<file path="src/rtl/trivium_uart_rx.sv">
// trivium_uart_rx: 8N1 UART receiver front end for the Trivium cipher tile.
// Optional macro TRIVIUM_UART_PARITY_EN switches the frame format to 8E1
// and drives rx_parity_err; without it rx_parity_err is tied to 0.
module trivium_uart_rx #(
   parameter int unsigned CLKS_PER_BIT = 87
) (
   input  logic       clk,
   input  logic       rst,
   input  logic       rx,
   output logic [7:0] rx_data,
   output logic       rx_valid,
   output logic       rx_frame_err,
   output logic       rx_parity_err,
   output logic       rx_busy
);

   localparam int unsigned CNT_W = 16;
   localparam logic [CNT_W-1:0] HALF_M1 = CNT_W'(CLKS_PER_BIT / 2 - 1);
   localparam logic [CNT_W-1:0] BIT_M1  = CNT_W'(CLKS_PER_BIT - 1);

   typedef enum logic [2:0] {
      S_IDLE,
      S_START,
      S_DATA,
`ifdef TRIVIUM_UART_PARITY_EN
      S_PARITY,
`endif
      S_STOP,
      S_BREAK
   } state_t;

   state_t           state_q, state_d;
   logic [CNT_W-1:0] cnt_q, cnt_d;
   logic [2:0]       bit_q, bit_d;
   logic [7:0]       shift_q, shift_d;
   logic [7:0]       data_q, data_d;
   logic             valid_q, valid_d;
   logic             ferr_q, ferr_d;
   logic             busy_q, busy_d;
   logic             sync1_q, rx_s_q;
`ifdef TRIVIUM_UART_PARITY_EN
   logic             par_bad_q, par_bad_d;
   logic             perr_q, perr_d;
`endif

   // Two-flop synchroniser for the asynchronous serial pin (idles high).
   always_ff @(posedge clk) begin
      if (rst) begin
         sync1_q <= 1'b1;
         rx_s_q  <= 1'b1;
      end else begin
         sync1_q <= rx;
         rx_s_q  <= sync1_q;
      end
   end

   // Next-state, baud timing, deserialisation and strobe generation.
   always_comb begin
      state_d = state_q;
      cnt_d   = cnt_q + CNT_W'(1);
      bit_d   = bit_q;
      shift_d = shift_q;
      data_d  = data_q;
      valid_d = 1'b0;
      ferr_d  = 1'b0;
`ifdef TRIVIUM_UART_PARITY_EN
      par_bad_d = par_bad_q;
      perr_d    = 1'b0;
`endif
      case (state_q)
         S_IDLE: begin
            cnt_d = '0;
            if (!rx_s_q) state_d = S_START;
         end
         S_START: begin
            if (cnt_q == HALF_M1) begin
               cnt_d   = '0;
               bit_d   = '0;
`ifdef TRIVIUM_UART_PARITY_EN
               par_bad_d = 1'b0;
`endif
               state_d = rx_s_q ? S_IDLE : S_DATA;
            end
         end
         S_DATA: begin
            if (cnt_q == BIT_M1) begin
               cnt_d   = '0;
               shift_d = {rx_s_q, shift_q[7:1]};
               bit_d   = bit_q + 3'd1;
               if (bit_q == 3'd7) begin
`ifdef TRIVIUM_UART_PARITY_EN
                  state_d = S_PARITY;
`else
                  state_d = S_STOP;
`endif
               end
            end
         end
`ifdef TRIVIUM_UART_PARITY_EN
         S_PARITY: begin
            if (cnt_q == BIT_M1) begin
               cnt_d     = '0;
               par_bad_d = rx_s_q ^ (^shift_q);
               state_d   = S_STOP;
            end
         end
`endif
         S_STOP: begin
            if (cnt_q == BIT_M1) begin
               cnt_d = '0;
               if (rx_s_q) begin
                  state_d = S_IDLE;
`ifdef TRIVIUM_UART_PARITY_EN
                  if (par_bad_q) begin
                     perr_d = 1'b1;
                  end else begin
                     data_d  = shift_q;
                     valid_d = 1'b1;
                  end
`else
                  data_d  = shift_q;
                  valid_d = 1'b1;
`endif
               end else begin
                  ferr_d  = 1'b1;
                  state_d = S_BREAK;
               end
            end
         end
         S_BREAK: begin
            cnt_d = '0;
            if (rx_s_q) state_d = S_IDLE;
         end
         default: begin
            cnt_d   = '0;
            state_d = S_IDLE;
         end
      endcase
      busy_d = (state_d != S_IDLE);
   end

   // State and output registers; reset abandons any frame and clears rx_data.
   always_ff @(posedge clk) begin
      if (rst) begin
         state_q <= S_IDLE;
         cnt_q   <= '0;
         bit_q   <= '0;
         shift_q <= '0;
         data_q  <= '0;
         valid_q <= 1'b0;
         ferr_q  <= 1'b0;
         busy_q  <= 1'b0;
`ifdef TRIVIUM_UART_PARITY_EN
         par_bad_q <= 1'b0;
         perr_q    <= 1'b0;
`endif
      end else begin
         state_q <= state_d;
         cnt_q   <= cnt_d;
         bit_q   <= bit_d;
         shift_q <= shift_d;
         data_q  <= data_d;
         valid_q <= valid_d;
         ferr_q  <= ferr_d;
         busy_q  <= busy_d;
`ifdef TRIVIUM_UART_PARITY_EN
         par_bad_q <= par_bad_d;
         perr_q    <= perr_d;
`endif
      end
   end

   assign rx_data      = data_q;
   assign rx_valid     = valid_q;
   assign rx_frame_err = ferr_q;
   assign rx_busy      = busy_q;
`ifdef TRIVIUM_UART_PARITY_EN
   assign rx_parity_err = perr_q;
`else
   assign rx_parity_err = 1'b0;
`endif

endmodule

</file>
<file path="config.mk">
export PLATFORM = sky130hd
export DESIGN_NAME = trivium_uart_rx
export DESIGN_NICKNAME = d
export VERILOG_FILES = /design/src/rtl/trivium_uart_rx.sv
export SDC_FILE = /design/constraint.sdc
export NUM_CORES = 1
export LEC_CHECK = 0
export CAP_MARGIN = 15
export CORE_MARGIN = 8
export CORE_UTILIZATION = 40
export CTS_CLUSTER_SIZE = 12
export DETAILED_ROUTE_END_ITERATION = 6
export GPL_ROUTABILITY_DRIVEN = 0
export PLACE_DENSITY = 0.64
export SETUP_SLACK_MARGIN = 0.1
export SYNTH_ARGS = -nofsm -noshare
export SYNTH_HDL_FRONTEND = slang
export SYNTH_SLANG_ARGS = --single-unit
</file>
<file path="constraint.sdc">
create_clock -name clk -period 4.7 [get_ports clk]
set_clock_uncertainty 0.05 [all_clocks]
set_input_delay 0.47 -clock clk [delete_from_list [all_inputs] [get_ports clk]]
set_output_delay 0.47 -clock clk [all_outputs]
set_load 0.03 [all_outputs]
</file>
## After elaboration in Yosys (flattened, before gate mapping)

Cells that the tools add are included.

| word-level totals | value |
|---|---|
| register bits | 43 |
| output and inout bits | 12 |
| logic and storage cells | 48 |

| operators by class | value |
|---|---|
| bitwise gates (word level) | 2 |
| equal/unequal tests | 9 |
| reduce and logical (&&, ||, !) cells | 8 |
| multiplexer cells | 17 |
| $add $sub $neg | 2 |

Operators by type and width:

| cell | number |
|---|---|
| 16-bit 2-to-1 mux | 2 |
| 16-bit one-hot mux with 2 select lines | 1 |
| 3-bit 2-to-1 mux | 9 |
| 16-bit by 1-bit adder with 16-bit output, second input constant | 1 |
| 16-bit by 6-bit == test with 1-bit output, second input constant | 1 |
| 16-bit by 7-bit == test with 1-bit output, second input constant | 1 |
| 3-bit one-hot mux with 5 select lines | 1 |
| 3-bit by 2-bit == test with 1-bit output, second input constant | 2 |
| 3-bit == test, second input constant | 2 |
| 3-bit one-hot mux with 2 select lines | 1 |
| 3-bit AND reduction | 2 |
| 2-bit inequality test, second input constant | 2 |
| 3-bit by 1-bit adder with 3-bit output, second input constant | 1 |
| 3-bit by 1-bit == test with 1-bit output, second input constant | 1 |
| 3-bit zero test | 1 |
| 3-bit nonzero test | 1 |
| 3-bit OR reduction | 1 |
| 1-bit 2-to-1 mux | 2 |
| 2-bit 2-to-1 mux | 1 |
| 1-bit inverter | 2 |
| 2-bit AND reduction | 1 |
| 2-bit nonzero test | 1 |
| 2-bit OR reduction | 1 |

## Depth between registers and ports, before layout

| logic depth | value |
|---|---|
| word-level depth | 5 |
| depth in mapped cells | 8 |
| depth with buffers taken out | 7 |

## Worst setup path before layout

Ideal clock, no wire load.

| timing path | value |
|---|---|
| kind | register to register |
| from | reg cnt_q[7] |
| to | reg busy_q, in the netlist rx_busy |
| buffers on the path | 0 |
| data arrival time | 2.171 ns |
| required time | 4.523 ns |
| cell stages (with the launch flop) | 6 |
| library setup time | 0.127 ns |
| period minus slack after synthesis | 2.348 ns |
| slack | 2.352 ns |
| path through | dfxtp_1 -> or4_4 -> or4_4 -> nor2b_4 -> o31a_1 -> or3_1 |

| between the ends | value |
|---|---|
| word-level cells in the longest chain between the ends | 4 |
| elaborated cells between the ends (all ways) | 7 |

Ends and longest elaborated chain:

| item | line | source |
|---|---|---|
| start: declaration | 33 | `logic [CNT_W-1:0] cnt_q, cnt_d;` |
| start signal: assignment | 159 | `cnt_q <= cnt_d;` |
| 16-bit by 7-bit == test with 1-bit output / 16-bit by 6-bit == test with 1-bit output (equally long branches) | 86, 109, 76 |  |
| 3-bit 2-to-1 mux, on equally long branches | 109, 76, 86 |  |
| 3-bit one-hot mux with 5 select lines (*) | 70 | `case (state_q)` |
| 3-bit nonzero test (*) | 139 | `busy_d = (state_d != S_IDLE);` |
| end signal: assignment | 165 | `busy_q <= busy_d;` |
| end: declaration | 39 | `logic busy_q, busy_d;` |

Mark *: on every way between the ends. The rest lies on a longest branch, timed or not.
A chain may end at the register's enable or synchronous reset.

## Final worst setup path

| timing path | value |
|---|---|
| from | reg cnt_q[7] |
| to | reg data_q[6], in the netlist rx_data[6] |

| between the ends | value |
|---|---|
| word-level cells in the longest chain between the ends | 2 |

Ends and longest elaborated chain:

| item | line | source |
|---|---|---|
| 16-bit by 7-bit == test with 1-bit output | 109 | `if (cnt_q == BIT_M1) begin` |
| 3-bit AND reduction (no line) | - |  |
| end signal: assignment | 162 | `data_q <= data_d;` |
| end: declaration | 36 | `logic [7:0] data_q, data_d;` |

Every way passes these cells.

==> flow_summary.yaml <==
routing:
  first_iter_violations: 85
  drc_errors: 0
  viasPerCell: 4.86
  post_drt_wl_per_cell_um: 12.0
  wl_um: 3040
  drtPass1Iterations: 4
  num_vias: 1230
  antenna_left: 0
cts:
  clock_path_buffers: 2
  cts_tree: "done"
  post-cts-setup-buffers: 0
  cts_hold_buf: 0
  clk_latency_ns: 0.29
  clock-sinks: 43
  path_clk_slew_ns: 0.09
  cts_buffers: 5
  cts_max_level: 2
  cts-resized-gates: 0
  clock-root-buffer: "clkbuf_8"
floorplan:
  ios: 15
  coreArea_um2: 4350
  die_w_um: 83.2
  core.rowCount: 24
  dieArea_um2: 6920
  die_h_um: 83.2
  start_util_pct: 41.4
power_and_ir_drop:
  irDropWorstVdd_mv: 0.188
  powerDensity_nw_per_um2: 301
  power.leakage_nw: 0.780
final_layout:
  fill_cells: 414
  n_antenna_cell: 0
  area_growth_pct: 13.7
  final_util_pct: 47.1
  layout-drive-gt1-share_pct: 9.95
  fin_nets: 207
worst_setup_path:
  crit_chain: "or4_4 > nor4_2 > nand4_1 > mux2i_1 > nor2_1"
  slowest_stage: "nand4_1"
  worst-path-stages: 5
  cp_num_buf_inv: 0
  r2r_cells: 5
  worst-path-max-fanout: 9
  arrival_ns: 2.68
  cp.required_ns: 4.80
  worst_setup_path_start_kind: "flip-flop"
  max_stage_delay_ns: 0.58
  crit_family: "simple AND/OR/NAND/NOR gates"
  critPathKind: "reg2reg"
  worstSetupEndpointType: "flip-flop"
flow_run:
  cap_violations: 0
yosys:
  yosysWarnings: 0
  syn_avg_cell_area_um2: 9.55
  synth_fp_nets: 196
  synth_cells: 189
  ys_ff_latch: 43
  syn-cell-area_um2: 1800
  yosysUniqueCellTypes: 37
  yosysSeqAreaShare_pct: 47.7
status:
  status: "finished clean"
global_route:
  busiest_layer: "met2"
  met3_usage_pct: 3.22
  grt_max_degree: 27
  antenna_found_initial: 0
  grt_overflow: 0
  met1_usage_pct: 11.7
  grt_pass1_wl_um: 5380
  use_met2_pct: 13.8
  grt_pass1_vias: 1180
  grt_usage_pct: 9.17
sta:
  rsz0062_at_grt: "false"
  period_share_pct: 54.9
  drv_slew: 0
  hold_violations: 0
  maxSlewHeadroom_pct: 37.4
  setup_viol: 0
  period_needed_ns: 2.58
  fin_setup_tns_ns: 0
  fmax_mhz: 387
  tightestPinTransition_ns: 0.935
placed_design:
  dpl.hpwl_um: 2090
  port_buffers: 13
worst_hold_path:
  hold_class: "reg2reg"
  holdPathStages: 1
## logic make-up after synthesis
kind of cell / Yosys count / share of synthesized area [%]
buffers and inverters: 12 / 2.84
adder cells (fa/ha/maj): 4 / 2.77
AND/OR/NAND/NOR: 88 / 26.1
multiplexers: 18 / 9.99
other: 1 / 0.208
AO/OA/AOI/OAI: 9 / 3.61
XOR/XNOR: 14 / 6.80
flip-flops: 43 / 47.7
## final cells by class
cell class	instances	area, um^2	share of cell area [%]
tap	52	65.1	3.17
sequential	43	861	42.0
multi-input combinational	134	892	43.5
clock inverter	3	23.8	1.16
clock buffer	5	68.8	3.35
timing repair buffer	13	130	6.34
inverter	3	11.3	0.549
## power breakdown
group	internal, mW	switching (mW)
combinational	0.00551	0.00883
clock	0.106	0.129
sequential	0.366	0.00218
total	0.478	0.140
## placed cells by master (no fill, tap or decap), types with 2 or more instances in the layout
| cell type | synthesis | routed |
|---|---|---|
| nand2_1 | 5 | 5 |
| or3b_2 | 2 | 2 |
| dfxtp_1 | 43 | 43 |
| a21oi_1 | 4 | 4 |
| nand3b_1 | 2 | 2 |
| xor2_1 | 8 | 8 |
| xnor2_1 | 6 | 6 |
| mux2i_1 | 18 | 18 |
| nor2_1 | 38 | 38 |
| or2_2 | 5 | 5 |
| nand3_1 | 8 | 8 |
| or4_4 | 2 | 2 |
| ha_1 | 4 | 4 |
| and4_1 | 2 | 2 |
| inv_1 | 3 | 3 |
| and3_1 | 6 | 6 |
| nand4_1 | 3 | 3 |
| clkbuf_8 | 0 | 5 |
| clkinvlp_4 | 0 | 2 |
| clkdlybuf4s50_1 | 0 | 13 |
| nor3_1 | 5 | 5 |
## final timing paths
check,endpoint,slack [ns],from
min reg2reg,rx_s_q$_SDFF_PP1_,0.37,sync1_q$_SDFF_PP1_
max,rx_data[6]$_SDFFE_PP0P_,2.12,cnt_q[7]$_SDFF_PP0_
max reg2reg,rx_data[6]$_SDFFE_PP0P_,2.12,cnt_q[7]$_SDFF_PP0_
min,rx_s_q$_SDFF_PP1_,0.37,sync1_q$_SDFF_PP1_
## flip-flops by register name (all words and copies together) (netlist names)
| name | count |
|---|---|
| shift_q | 8 |
| sync1_q | 1 |
| rx_s_q | 1 |
| rx_frame_err | 1 |
| rx_data | 8 |
| rx_busy | 1 |
| state_q | 3 |
| cnt_q | 16 |
| rx_valid | 1 |
| bit_q | 3 |
## per-stage QoR
step | power, mW | worst slack [ns] | hold WS (ns) | instance area [um^2] | cells
global placement | 0.391 | 2.13 | 0.348 | 1960 | 245
floorplan | 0.388 | 2.35 | 0.339 | 1800 | 189
CTS | 0.626 | 2.09 | 0.379 | 2050 | 253
finish | 0.617 | 2.12 | 0.374 | 2050 | 253
global route | 0.645 | 1.87 | 0.394 | 2050 | 253
detailed placement | 0.391 | 2.10 | 0.359 | 1960 | 245
## synthesized netlist by cell type
cell | number | share of area [%]
nand4b_1 | 1 | 0.49
and3_1 | 6 | 2.1
xor2_1 | 8 | 3.9
xnor2_1 | 6 | 2.9
nor3_1 | 5 | 1.4
nor2_1 | 38 | 7.9
or4_4 | 2 | 1.2
nor4_2 | 1 | 0.69
a211oi_1 | 1 | 0.42
or3_1 | 1 | 0.35
ha_1 | 4 | 2.8
mux2i_1 | 18 | 10
conb_1 | 1 | 0.21
o21a_1 | 1 | 0.42
o21bai_2 | 1 | 0.62
a21oi_1 | 4 | 1.1
dfxtp_1 | 43 | 48
o31a_1 | 1 | 0.49
or2_2 | 5 | 1.7
buf_4 | 1 | 0.42
nor2b_4 | 1 | 0.76
inv_1 | 3 | 0.62
nor4_1 | 1 | 0.35
nand4_1 | 3 | 1.0
nand3_1 | 8 | 2.2
a2bb2o_1 | 1 | 0.55
or4b_1 | 1 | 0.55
or3b_2 | 2 | 0.97
nand2b_1 | 1 | 0.35
clkbuf_1 | 6 | 1.2
or4_1 | 1 | 0.42
and4_1 | 2 | 0.97
nor2b_1 | 1 | 0.35
buf_2 | 2 | 0.55
nand2_1 | 5 | 1.0
nand3b_1 | 2 | 0.83
and2_1 | 1 | 0.35
## routing by layer
layer | vias to the layer above | wire length [um]
met3 | 2 | 134
met2 | 17 | 1330
met1 | 546 | 1560
li1 | 665 | -
met5 | - | 0
met4 | 0 | 22
Note: power is estimated with default switching activity, not from simulation.
==> RTL edit 1, RTL diff (same settings) <==
`shift_q` and `data_q` no longer have a reset.
--- a/src/rtl/trivium_uart_rx.sv
+++ b/src/rtl/trivium_uart_rx.sv
@@ -145,8 +145,6 @@
          state_q <= S_IDLE;
          cnt_q   <= '0;
          bit_q   <= '0;
-         shift_q <= '0;
-         data_q  <= '0;
          valid_q <= 1'b0;
          ferr_q  <= 1'b0;
          busy_q  <= 1'b0;
@@ -158,8 +156,6 @@
          state_q <= state_d;
          cnt_q   <= cnt_d;
          bit_q   <= bit_d;
-         shift_q <= shift_d;
-         data_q  <= data_d;
          valid_q <= valid_d;
          ferr_q  <= ferr_d;
          busy_q  <= busy_d;
@@ -168,6 +164,11 @@
          perr_q    <= perr_d;
 `endif
       end
+   end
+
+   always_ff @(posedge clk) begin
+      shift_q <= shift_d;
+      data_q  <= data_d;
    end
 
    assign rx_data      = data_q;
Formal check against the unedited RTL: same outputs for any inputs over 10 cycles, from zero or initial values and one cycle with rst high; that may be too few to reach the edited logic, so the function may still have changed.
==> RTL edit 1 against the original RTL <==
Synthesized cell count down 12%; global-route usage up 0.54 points; cell area up 3.4%; worst setup slack better by 0.40 ns; total power up 13%; sequential cell count unchanged; synthesized area up 2.8%; via count about the same; critical path type unchanged; largest cell class is now flip-flops and latches; routed wire length up 7.5%; final cell count down 7.9%.
==> RTL edit 1: results (changes against the original RTL) <==
stage	metric	value	unit	change
routing	wl on met1	1.459	mm	-6.4%
routing	DR WL met2	1.589	mm	+20%
power_and_ir_drop	Max IR drop VDD	0.0001325	V	-29%
power_and_ir_drop	leakage	0.7233	nW	-7.2%
routing	drt wl/cell	14.03	µm	+17%
critical_path	crit-path max FO	8		-1
global_routing	first-pass GRT wire length	5.664	mm	+5.2%
final_layout	nets@finish	187		-9.7%
global_routing	met2 GRT Util	16.30	%	+2.5 points
synthesis	multiplexer share of the synthesized area	1.686	%	-8.3 points
synthesis	Post-synth top cells	27 x dfxtp_1, 26 x nor2_1, 16 x edfxtp_1		
power_and_ir_drop	Pint	0.5504	mW	+15%
final_layout	footprint of the multi-input gates	779.5	µm²	-13%
global_routing	Tot GR Track Use	9.708	%	+0.54 points
routing	Initial DRC Count	52		-39%
routing	WL met3	159	µm	+19%
synthesis	Syn Area/Cell	11.18	µm²	+17%
synthesis	Synth Area in Adders	2.697	%	-0.077 points
routing	routed via count	1231		+0.081%
critical_path	worst endpoint data arrival time	2.07	ns	-0.61 ns
global_routing	vias in the first global route	1272		+7.8%
global_routing	grt met1 use	10.20	%	-1.5 points
synthesis	post-synthesis cell type count	44		+19%
final_layout	Non-Filler Instances	233		-7.9%
timing	Worst Max-Slew Pin Slew	0.6483	ns	-0.2872 ns
global_routing	met3 usage in global routing	3.906	%	+0.68 points
final_layout	fill cell count	409		-1.2%
synthesis	syn_nets	173		-12%
run_status	status	finished clean		
synthesis	register area share after synthesis	55.02	%	+7.3 points
critical_path	CP max stage cell	nor2_1		
final_layout	Clock-cell share	5.425	%	+0.91 points
final_layout	multi-input logic cell count	114		-15%
final_layout	Signal buf overhead	6.132	%	-0.21 points
final_layout	register area	1021	µm²	+19%
placement	worst slack at placement	2.476	ns	+0.3793 ns
[RTL edit 1: cell count changes in the layout (fill, tap and decap cells not counted), sizes merged, moves of 4 or more]
cell / delta
mux2i: -16
and3: -4
nand4: +4
nand2b: +4
nand2: +4
edfxtp: +16
nor2: -12
dfxtp: -16
[RTL edit 1: through the flow]
step	hold slack [ns]	power (mW)	utilization (%)	cell area, µm²
2_1_floorplan	0.3395	0.4063	-	1856
3_3_place_gp	0.3518	0.4086	45.46	2007
3_5_place_dp	0.3537	0.4092	45.46	2007
4_1_cts	0.3756	0.7013	48.07	2122
5_1_grt	0.3839	0.7150	48.07	2122
6_report	0.3704	0.6946	48.07	2122
[RTL edit 1: final timing paths]
| kind | start | to | slack (ns) | cells past startpoint |
|---|---|---|---|---|
| setup / recovery | cnt_q[1] | rx_data[4] | 2.52 | 5 |
| hold / removal | sync1_q | rx_s_q | 0.37 | 1 |
| setup reg to reg | cnt_q[1] | rx_data[4] | 2.52 | 5 |
| hold reg to reg | sync1_q | rx_s_q | 0.37 | 1 |
==> RTL edit 2, RTL diff (config.mk and constraints unchanged) <==
Without the edit above. Change the localparam `CNT_W` from 16 to 32.
--- a/src/rtl/trivium_uart_rx.sv
+++ b/src/rtl/trivium_uart_rx.sv
@@ -14,7 +14,7 @@
    output logic       rx_busy
 );
 
-   localparam int unsigned CNT_W = 16;
+   localparam int unsigned CNT_W = 32;
    localparam logic [CNT_W-1:0] HALF_M1 = CNT_W'(CLKS_PER_BIT / 2 - 1);
    localparam logic [CNT_W-1:0] BIT_M1  = CNT_W'(CLKS_PER_BIT - 1);
 
Behaviour: no difference found for any inputs over 10 cycles, from zero or initial values and one cycle with rst high; that may be too few to reach the edited logic, so the function may still have changed.
==> RTL edit 2 against the original RTL <==
Worst setup slack gained 0.064 ns; first-iteration DRC count grew 5.9%; routed wire length grew 60%; highest routed layer unchanged; sequential cell count grew 16; critical path depth grew 2; clock power grew 100%; cell area grew 51%; synthesized area grew 50%; sequential share of layout area shrank 3.8 points; sequential power grew 37%; total power grew 62%; critical endpoint is now cnt_q[25].
==> RTL edit 2: results (changes against the original RTL) <==
stage	metric	value	unit	change
synthesis	xor and xnor area share after synthesis	9.713	%	+2.9 points
global_routing	grt met1 use	12.94	%	+1.2 points
synthesis	Post-synth top cells	60 x nor2_1, 59 x dfxtp_1, 22 x xnor2_1		
synthesis	Synth Area in Adders	1.850	%	-0.92 points
global_routing	vias in the first global route	1932		+64%
routing	wl on met1	2.318	mm	+49%
global_routing	met3 usage in global routing	4.623	%	+1.4 points
run_status	status	finished clean		
placement	worst slack at placement	1.470	ns	-0.6267 ns
final_layout	multi-input logic cell count	215		+60%
final_layout	Non-clk bufs	15		+2
final_layout	clock buf count	10		+5
clock_network	CTS HTree Levels	3		+1
clock_network	Skew-Pair Late Insertion Delay	0.34	ns	+0.05 ns
critical_path	CP max stage cell	o22a_1		
final_layout	Non-Filler Instances	394		+56%
global_routing	first-pass GRT wire length	8.721	mm	+62%
critical_path	CP peak stage delay	0.52	ns	-0.06 ns
final_layout	Inverters	9		+6
synthesis	syn_nets	305		+56%
final_layout	Signal buf overhead	5.329	%	-1.0 points
synthesis	Area contributors post-synth	dfxtp_1 44%, nor2_1 8.3%, xnor2_1 7.1%, mux2i_1 6.7%, nand3_1 2.8%		
routing	DR WL met2	2.252	mm	+70%
synthesis	register area share after synthesis	43.66	%	-4.0 points
routing	vias per cell	5.185		+6.7%
power_and_ir_drop	Clock Power Share	47.9	%	+9.8 points
critical_path	crit-path max FO	22		+13
power_and_ir_drop	Pint	0.7717	mW	+62%
global_routing	largest net degree at the start of global routing	33		+22%
RTL edit 2: cells by family after synthesis:
logic type / count (synthesis)
adders and majority gates: 4
xor gates and xnor gates: 30
buffers and inverters: 24
muxes: 18
AOI/OAI and AO/OA: 11
DFF: 59
other: 1
and+or+nand+nor: 151
RTL edit 2: stage by stage:
step	utilization, %	total power [mW]	area [µm²]
2_1_floorplan	-	0.5287	2705
3_3_place_gp	42.85	0.5313	2863
3_5_place_dp	42.85	0.5316	2863
4_1_cts	45.97	1.016	3072
5_1_grt	46.39	1.039	3099
6_report	46.39	1.002	3099
RTL edit 2: path summary, 6_finish.rpt:
check / start / endpoint / slack, ns / cells past startpoint
worst max-delay path: cnt_q[1] / cnt_q[25] / 2.18 / 7
worst max register to register: cnt_q[1] / cnt_q[25] / 2.18 / 7
worst min register to register: sync1_q / rx_s_q / 0.37 / 1
worst min-delay path: sync1_q / rx_s_q / 0.37 / 1
